--- src/rtl/a2d_pkg.sv ---
// Shared types and constants for the A2D conversion responder and its SPI master.
// Timing constants are positions of the SCLK divider within one SCLK period.
package a2d_pkg;

    localparam int unsigned SCLK_DIV = 32;
    localparam int unsigned FRM_BITS = 16;
    localparam int unsigned RES_W    = 12;
    localparam int unsigned CH_W     = 3;
    localparam int unsigned DIV_W    = $clog2(SCLK_DIV);
    localparam int unsigned CNT_W    = $clog2(FRM_BITS + 1);

    // Preload sits 9 counts before the wrap so SCLK first falls 8 clk after SS_n drops.
    localparam logic [DIV_W-1:0] DIV_PRELOAD = 5'b10111;
    localparam logic [DIV_W-1:0] SHFT_PT     = 5'b10001;
    localparam logic [DIV_W-1:0] END_PT      = 5'b11110;

    typedef enum logic [2:0] {
        IDLE = 3'd0,
        FRM1 = 3'd1,
        GAP  = 3'd2,
        FRM2 = 3'd3,
        DONE = 3'd4
    } a2d_state_t;

    function automatic logic [FRM_BITS-1:0] a2d_cmd(input logic [CH_W-1:0] chnnl);
        return {2'b00, chnnl, 11'h000};
    endfunction

endpackage

--- src/rtl/spi_mstr16.sv ---
// Single-frame SPI master: one i_wrt pulse runs one 16-bit exchange, SCLK idling high.
// SS_n trails the internal frame-active flag by one clock at both ends of the frame.
module spi_mstr16
    import a2d_pkg::*;
(
    input  logic                clk,
    input  logic                rst_n,
    input  logic                i_wrt,
    input  logic [FRM_BITS-1:0] i_cmd,
    input  logic                i_miso,
    output logic                o_done,
    output logic [FRM_BITS-1:0] o_rd_data,
    output logic                o_ss_n,
    output logic                o_sclk,
    output logic                o_mosi
);

    logic                r_active;
    logic                r_ss_n;
    logic [DIV_W-1:0]    r_div;
    logic [CNT_W-1:0]    r_bit_cnt;
    logic [FRM_BITS-1:0] r_shft;
    logic                w_done;
    logic                w_shift;

    // Frame ends on the SCLK high phase after the 16th sample, before a 17th fall.
    assign w_done  = r_active && (r_bit_cnt == CNT_W'(FRM_BITS)) && (r_div == END_PT);
    assign w_shift = r_active && (r_div == SHFT_PT);

    // NOTE: every register here uses <= so all of them see pre-edge values of one another.
    always_ff @(posedge clk or negedge rst_n) begin
        if (!rst_n) begin
            r_active  <= 1'b0;
            r_ss_n    <= 1'b1;
            r_div     <= '0;
            r_bit_cnt <= '0;
            r_shft    <= '0;
        end else begin
            r_ss_n <= ~r_active;
            if (i_wrt) begin
                r_active  <= 1'b1;
                r_shft    <= i_cmd;
                r_div     <= DIV_PRELOAD;
                r_bit_cnt <= '0;
            end else if (r_active) begin
                r_div <= r_div + DIV_W'(1);
                if (w_shift) begin
                    r_shft    <= {r_shft[FRM_BITS-2:0], i_miso};
                    r_bit_cnt <= r_bit_cnt + CNT_W'(1);
                end
                if (w_done) begin
                    r_active <= 1'b0;
                end
            end
        end
    end

    // Async reset clears r_active, so SCLK and MOSI fall back to idle without a clock.
    assign o_sclk    = ~r_active | r_div[DIV_W-1];
    assign o_mosi    = r_active & r_shft[FRM_BITS-1];
    assign o_ss_n    = r_ss_n;
    assign o_done    = w_done;
    assign o_rd_data = r_shft;

endmodule

--- src/rtl/a2d_intf.sv ---
// A2D handshake responder: sequences a command frame, a 32-clk SS_n gap and a data frame,
// then publishes the low 12 bits of the second frame as the conversion result.
module a2d_intf
    import a2d_pkg::*;
(
    input  logic             clk,
    input  logic             rst_n,
    input  logic             strt_cnv,
    input  logic [CH_W-1:0]  chnnl,
    output logic             cnv_cmplt,
    output logic [RES_W-1:0] res,
    output logic             SS_n,
    output logic             SCLK,
    output logic             MOSI,
    input  logic             MISO
);

    a2d_state_t          r_state;
    a2d_state_t          w_nxt_state;
    logic [CH_W-1:0]     r_chnnl;
    logic [DIV_W-1:0]    r_gap_cnt;
    logic [RES_W-1:0]    r_res;
    logic                r_cnv_cmplt;
    logic                w_wrt;
    logic                w_accept;
    logic [FRM_BITS-1:0] w_cmd;
    logic                w_spi_done;
    logic [FRM_BITS-1:0] w_rd_data;
    logic [FRM_BITS-RES_W-1:0] w_unused_msbs;

    assign w_accept      = (r_state == IDLE) && strt_cnv;
    assign w_unused_msbs = w_rd_data[FRM_BITS-1:RES_W];

    // The first frame loads on the accepting edge, before r_chnnl holds the new channel.
    assign w_cmd = (r_state == IDLE) ? a2d_cmd(chnnl) : a2d_cmd(r_chnnl);

    spi_mstr16 u_spi (
        .clk       (clk),
        .rst_n     (rst_n),
        .i_wrt     (w_wrt),
        .i_cmd     (w_cmd),
        .i_miso    (MISO),
        .o_done    (w_spi_done),
        .o_rd_data (w_rd_data),
        .o_ss_n    (SS_n),
        .o_sclk    (SCLK),
        .o_mosi    (MOSI)
    );

    always_ff @(posedge clk or negedge rst_n) begin
        if (!rst_n) begin
            r_state <= IDLE;
        end else begin
            r_state <= w_nxt_state;
        end
    end

    // NOTE: defaults first so no path through the case leaves an output unassigned (no latch).
    always_comb begin
        w_nxt_state = r_state;
        w_wrt       = 1'b0;
        case (r_state)
            IDLE: begin
                if (strt_cnv) begin
                    w_wrt       = 1'b1;
                    w_nxt_state = FRM1;
                end
            end
            FRM1: begin
                if (w_spi_done) begin
                    w_nxt_state = GAP;
                end
            end
            GAP: begin
                if (r_gap_cnt == DIV_W'(SCLK_DIV - 1)) begin
                    w_wrt       = 1'b1;
                    w_nxt_state = FRM2;
                end
            end
            FRM2: begin
                if (w_spi_done) begin
                    w_nxt_state = DONE;
                end
            end
            DONE:    w_nxt_state = IDLE;
            default: w_nxt_state = IDLE;
        endcase
    end

    always_ff @(posedge clk or negedge rst_n) begin
        if (!rst_n) begin
            r_chnnl     <= '0;
            r_gap_cnt   <= '0;
            r_res       <= '0;
            r_cnv_cmplt <= 1'b0;
        end else begin
            r_gap_cnt <= (r_state == GAP) ? r_gap_cnt + DIV_W'(1) : '0;
            if (w_accept) begin
                r_chnnl     <= chnnl;
                r_cnv_cmplt <= 1'b0;
            end
            if (r_state == DONE) begin
                r_res       <= w_rd_data[RES_W-1:0];
                r_cnv_cmplt <= 1'b1;
            end
        end
    end

    assign res       = r_res;
    assign cnv_cmplt = r_cnv_cmplt;

endmodule

--- config.mk ---
export PLATFORM = sky130hd
export DESIGN_NAME = a2d_intf
export DESIGN_NICKNAME = d
export VERILOG_FILES = /design/src/rtl/a2d_pkg.sv /design/src/rtl/spi_mstr16.sv /design/src/rtl/a2d_intf.sv
export SDC_FILE = /design/constraint.sdc
export NUM_CORES = 1
export LEC_CHECK = 0
export ABC_CLOCK_PERIOD_IN_PS = 1780
export CORE_ASPECT_RATIO = 1.75
export CORE_UTILIZATION = 54
export CTS_BUF_LIST = sky130_fd_sc_hd__clkbuf_8
export DETAILED_ROUTE_END_ITERATION = 8
export PLACE_DENSITY = 0.89
export SYNTH_ARGS = -nofsm -noshare
export SYNTH_HDL_FRONTEND = slang
export SYNTH_HIERARCHICAL = 1
export SYNTH_SLANG_ARGS = --single-unit
--- constraint.sdc ---
create_clock -name clk -period 1.78 [get_ports clk]
set_clock_uncertainty 0.1 [all_clocks]
set_input_delay 0.356 -clock clk [delete_from_list [all_inputs] [get_ports clk]]
set_output_delay 0.356 -clock clk [all_outputs]
set_load 0.02 [all_outputs]
# Word level (Yosys, flattened, before mapping)

Index checks and enable logic that the tools add are counted.

Bits in registers: 52
Input port bits: 7
Output and inout bits: 16

Add/sub/neg operators: 3
Equal/unequal tests: 12
Mux-type cells: 23
Bitwise operators: 3
Reduce and logical (&&, ||, !) cells: 10

Operator list:

| operator                                                               | number |
|---|---|
| 16-bit two-way mux                                                     | 3 |
| 5-bit two-way mux                                                      | 6 |
| 5-bit equality test (second input constant)                            | 4 |
| 5-bit by 1-bit adder with 5-bit output (second input constant)         | 3 |
| 14-bit two-way mux                                                     | 1 |
| 3-bit two-way mux                                                      | 4 |
| 3-bit one-hot mux with 4 select lines                                  | 1 |
| 1-bit two-way mux                                                      | 7 |
| 3-bit by 2-bit equality test with 1-bit output (second input constant) | 2 |
| 2-bit nonzero test                                                     | 3 |
| 1-bit logical AND                                                      | 4 |
| 2-bit by 1-bit != test with 1-bit output (second input constant)       | 2 |
| 2-bit != test (second input constant)                                  | 2 |
| 4-bit AND reduction                                                    | 1 |
| 3-bit by 1-bit equality test with 1-bit output (second input constant) | 1 |
| 3-bit equality test (second input constant)                            | 1 |
| 3-bit logical NOT                                                      | 1 |
| 1-bit one-hot mux with 2 select lines                                  | 1 |
| 2-bit AND reduction                                                    | 1 |
| 1-bit bitwise AND                                                      | 1 |
| 1-bit NOT                                                              | 1 |
| 1-bit bitwise OR                                                       | 1 |

# Depth between registers and ports, before layout

Gate-level depths: netlist of run 1.

Word-level depth: 6
Gate-level depth with buffers: 7
Mapped depth without buffers: 6

# Modules after synthesis

Netlist of run 1, hierarchy kept.

Modules (own cells, without submodules):

| module     | times used | cells an instance | area each (sq um) | seq. area each (sq um) |
|---|---|---|---|---|
| spi_mstr16 | 1          | 157               | 1500.2            | 701.9 |
| a2d_intf   | 1          | 73                | 1073.5            | 600.6 |

# Worst setup path after synthesis of run 1

Ideal clock, no wire load.

Path type: flip-flop to flip-flop
Start: reg r_gap_cnt[0]
End: reg u_spi.r_active
Arrival: 1674 ps
Slack: -121 ps
Stages on the path, launching flop included: 7
Buffers on the path: 1
Clock period less this slack: 1901 ps
Path through: dfrtp_1 > ha_1 > and3_1 > ha_1 > a31o_2 > clkbuf_1 > or2_2

Word-level cells in the longest chain between the ends: 4

Ends and longest elaborated chain:

| what                                  | line             | RTL |
|---|---|---|
| start, declared                       | a2d_intf.sv:21   | `logic [DIV_W-1:0] r_gap_cnt;` |
| start signal, assigned                | a2d_intf.sv:97   | `r_gap_cnt <= (r_state == GAP) ? r_gap_cnt + DIV_W'(1) : '0;` |
| 5-bit equality test                   | a2d_intf.sv:75   | `if (r_gap_cnt == DIV_W'(SCLK_DIV - 1)) begin` |
| 1-bit two-way mux                     | a2d_intf.sv:75   |  |
| 1-bit one-hot mux with 2 select lines | a2d_intf.sv:62   | `case (r_state)` |
| via w_wrt                             | a2d_intf.sv:24   | `logic w_wrt;` |
| 1-bit two-way mux                     | spi_mstr16.sv:40 | `if (i_wrt) begin` |
| end signal, assigned                  | spi_mstr16.sv:33 | `r_active <= 1'b0;` |
| end signal, assigned                  | spi_mstr16.sv:41 | `r_active <= 1'b1;` |
| end signal, assigned                  | spi_mstr16.sv:52 | `r_active <= 1'b0;` |
| end, declared                         | spi_mstr16.sv:18 | `logic r_active;` |

The timed path passes the listed nets, and every way through them passes these cells.
A chain may end at the register's enable or synchronous reset.

# Final worst setup path of run 1

Start: reg r_gap_cnt[0]
End: reg u_spi.r_shft[14] (netlist: u_spi/o_rd_data[14])

Word-level cells in the longest chain between the ends: 5
Elaborated cells between the ends (all ways): 7

Ends and longest elaborated chain:

| what                                      | line             | RTL |
|---|---|---|
| 5-bit equality test (*)                   | a2d_intf.sv:75   |  |
| 1-bit two-way mux (*)                     | a2d_intf.sv:75   |  |
| 1-bit one-hot mux with 2 select lines (*) | a2d_intf.sv:62   |  |
| via w_wrt                                 | a2d_intf.sv:24   |  |
| 2-bit nonzero test (no line)              | -                |  |
| 2-bit AND reduction (no line)             | -                |  |
| end signal, assigned                      | spi_mstr16.sv:42 | `r_shft <= i_cmd;` |
| end signal, assigned                      | spi_mstr16.sv:48 | `r_shft <= {r_shft[FRM_BITS-2:0], i_miso};` |
| end, declared                             | spi_mstr16.sv:22 | `logic [FRM_BITS-1:0] r_shft;` |

The timed path passes the listed nets; every way through them passes the cells marked *.

==> results of run 1 <==
Yosys cell counts, types with 2 or more instances:
cell / instances
dfrtp_1: 51
a21oi_1: 25
mux2_2: 18
o21ai_0: 18
a31oi_1: 16
nor2b_1: 16
clkbuf_1: 9
and3_1: 7
ha_1: 7
inv_1: 7
nand2b_1: 5
buf_2: 4
nand3_1: 4
o31ai_1: 3
or4_1: 3
xor2_1: 3
and2_1: 2
buf_6: 2
nand4_1: 2
nor2_1: 2
nor3b_4: 2
nor4b_1: 2
nor4bb_1: 2
o21bai_1: 2
sequential cells by signal, summed over array words and instances (netlist names):
name,count
u_spi/r_div,5
u_spi/r_bit_cnt,5
u_spi/r_active,1
res,12
cnv_cmplt,1
u_spi/o_ss_n,1
u_spi/o_rd_data,16
r_state,3
r_chnnl,3
r_gap_cnt,5
repair_timing:
item	CTS	global route
setup endpoints to repair	21	27
buffers inserted	1	2
hold buffers	1	0
hold endpoints to repair	19	0
pin swaps	7	3
resized for setup	14	17
per-stage QoR:
| step | hold WS (ns) | instances | setup TNS (ns) | setup slack [ns] | cell area [um^2] |
|---|---|---|---|---|---|
| 5_1_grt | 0.4235 | 335 | -1.265 | -0.08124 | 3381 |
| 6_report | 0.4106 | 335 | -0.3824 | -0.04099 | 3381 |
| 4_1_cts | 0.3993 | 333 | -0.3208 | -0.04560 | 3271 |
| 2_1_floorplan | -0.03959 | 242 | 0 | 0.007219 | 2643 |
| 3_3_place_gp | 0.2468 | 323 | -0.4587 | -0.04716 | 3060 |
| 3_5_place_dp | 0.2580 | 323 | -1.594 | -0.1402 | 3060 |
logic make-up after synthesis:
kind of cell,count (synthesis)
flops,52
compound gates,68
mux,19
buf+inv,24
fa+ha+maj,7
xor+xnor,4
other cells,1
simple gates,55
power by group through the flow:
stage / sequential, mW / clock (mW) / combinational (mW)
after floorplan: 1.81 / 0 / 0.837
after global routing: 1.98 / 0.845 / 1.55
after detailed placement: 1.90 / 0 / 1.25
final: 1.94 / 0.785 / 1.42
after CTS: 1.89 / 0.809 / 1.29
after global placement: 1.88 / 0 / 1.19
path summary, 6_finish.rpt:
path | start | end | slack [ns] | cells past startpoint
hold / removal | res[9] | res[9] | 0.41 | 1
min in group asynchronous | rst_n | u_spi/o_rd_data[2] | 0.44 | 2
setup / recovery | r_gap_cnt[0] | u_spi/o_rd_data[14] | -0.04 | 7
hold reg to reg | res[9] | res[9] | 0.41 | 1
setup reg to reg | r_gap_cnt[0] | u_spi/o_rd_data[14] | -0.04 | 7
max in group asynchronous | rst_n | r_chnnl[0] | 0.59 | 3
cell type report:
cell class,count,share of cell area
inverters,7,0.007772
repair buffers,51,0.1447
clock buffers,5,0.02036
flip-flops and latches,52,0.3860
well taps,51,0.01887
clock inverters,3,0.01147
multi-input cells,166,0.4108
layer usage:
layer | vias to the layer above | global-route usage | wire (um)
met3 | 8 | 0.03577 | 193
li1 | 923 | - | -
met2 | 38 | 0.4238 | 3166
met5 | - | 0 | 0
met1 | 996 | 0.2948 | 2235
met4 | 0 | 0.07692 | 82
==> summary.md, run 1 <==
| Metric | Value |
|---|---|
| Core footprint | `between 4000 and 5000 um^2` |
| Multi-input combinational cell area | `between 1000 and 1500 um^2` |
| Most frequent cells in the layout | `dfrtp_1, buf_4, a21oi_1` |
| Crit path max-delay family | `compound AO/OA/AOI/OAI gates` |
| Crit-path slowest cell | `dfrtp_1` |
| CP bufs+invs | `1` |
| Largest area contributor in the netlist | `dfrtp_1` |
| Setup ws final | `-0.04099 ns` |
| Max_cap viols | `0` |
| Die area | `around 5000 um^2` |
| Crit path largest cell delay | `0.40 ns` |
| Avg WL per Cell | `16.95 um` |
| Count of pins over their slew limit | `0` |
| Sw frac | `0.3722` |
| CP Data Required Time | `1.86 ns` |
| TritonRoute pass-1 iters | `4` |
| # diodes | `0` |
| Design Power | `~4.1 mW` |
| Post-route DRC | `0` |
| GP Congestion | `0.7985` |
| Power Internal | `roughly 2.6 mW` |
| Worst-margin pin slew | `0.5076 ns` |
| Leak | `1.462 nW` |
| CTS tree | `done` |
| Chip height | `just over 90 um` |
| Final core occ | `0.7539` |
| I/O pin total | `23` |
| Final net count | `297` |
| Storage element area | `1305 um^2` |
| Hpwl dp | `between 3000 and 4000 um` |
| Most common cell after layout, fill and taps aside | `dfrtp_1` |
| Period utilisation layout | `1.023` |
| Final Critical Period | `1.821 ns` |
| Clock Power Share | `0.189` |
| Switching power total | `1.542 mW` |
| Number of synthesized flops with an enable pin | `0` |
| Critical-path maximum fanout | `13` |
| Filler cells | `about 270` |
| First-pass GRT wire length | `9032 um` |
| Synth Flop Type | `dfrtp_1` |
| Cell Chain, Critical Path | `ha_2, and3_4, ha_4, a31o_4, buf_6, a31oi_1, a21oi_1` |
| Unrepaired setup endpoints after global routing | `yes` |
| Xor/xnor share of the synthesized area | `0.01361` |
| Status | `finished, violations left` |
| Adder-cell share of the synthesized area | `0.03403` |
| Gr ovfl total | `0` |
| Clock Path Buffers | `2` |
| Area growth, synth to finish | `31.36%` |
| Synth warn | `6` |
| Peak supply drop | `between 0.0009 and 0.001 V` |
| Clk slew on worst S/H paths | `approximately 0.10 ns` |
| Via count | `approximately 2000` |
| Total number of clock tree sinks | `52` |
| CTS root buf | `clkbuf_8` |
| Initial core utilization | `0.5739` |
| Worst Setup Start Kind | `flop` |
| Yosys cell types | `42` |
| Final hold violation count | `0` |
| Failing checks | `negative setup slack` |
| Sequential share of the synthesized area | `0.5061` |
| Row count | `32` |
| Post-synthesis mux area share | `0.08313` |
| H-tree depth | `2` |
| Synth Area in Compound Gates | `0.1541` |
| Area share of the largest cell type after synthesis | `0.4959` |
| Synth async-reset ratio | `1.000` |
| Synthesized area | `2574 um^2` |
| Largest cells by area after synthesis | `dfrtp_1, mux2_2, a21oi_1, a31oi_1, nor2b_1` |
| Vias in the first global route | `roughly 2000` |
| Drt total wl | `approximately 5700 um` |
| Worst EP arrival | `approximately 1.9 ns` |
| Largest family of logic cells by synthesized area | `simple AND/OR/NAND/NOR gates` |
| Slew HR | `0.6616` |
| Total CTS buffers | `5` |
| Achievable Freq | `between 0.5 and 0.6 GHz` |
| Largest net degree at the start of global routing | `33` |
| Logic pwr share | `0.342` |
| Mapped Cells | `230` |
| Final setup violation count | `18` |
| Syn avg cell area | `around 11 um^2` |
| Crit end category | `flop` |
| Die W | `about 54 um` |
| Power Dens Cells | `roughly 1200 nW/um^2` |
| Simple-gate share of the synthesized area | `0.1629` |
| Critical path class | `flop to flop` |
| Final ANT Viol Nets | `0` |
| #FFs+latches synth | `between 50 and 60` |
| Sequential power share | `0.469` |
| Class of the most critical hold timing path | `flop to flop` |
| Worst skew pair latency | `0.31 ns` |
| Layout cells sized above 1 | `0.3099` |
| DR iter-0 viols | `between 40 and 50` |
| Total GRT Usage | `0.2436` |
| Vias per cell | `~5.9` |
| IO buf count | `22` |
| Antenna violations before repair | `0` |
Power figures use the tool's default switching activity.
==> run 2: changes to the inputs <==
--- a/config.mk
+++ b/config.mk
@@ -6,9 +6,11 @@
 export NUM_CORES = 1
 export LEC_CHECK = 0
 export ABC_CLOCK_PERIOD_IN_PS = 1780
+export CAP_MARGIN = 40
 export CORE_ASPECT_RATIO = 1.75
 export CORE_UTILIZATION = 54
 export CTS_BUF_LIST = sky130_fd_sc_hd__clkbuf_8
+export CTS_CLUSTER_SIZE = 12
 export DETAILED_ROUTE_END_ITERATION = 8
 export PLACE_DENSITY = 0.89
 export SYNTH_ARGS = -nofsm -noshare
==> results of run 2 <==
The final DEF is identical to that of run 1; final timing and power are the same.
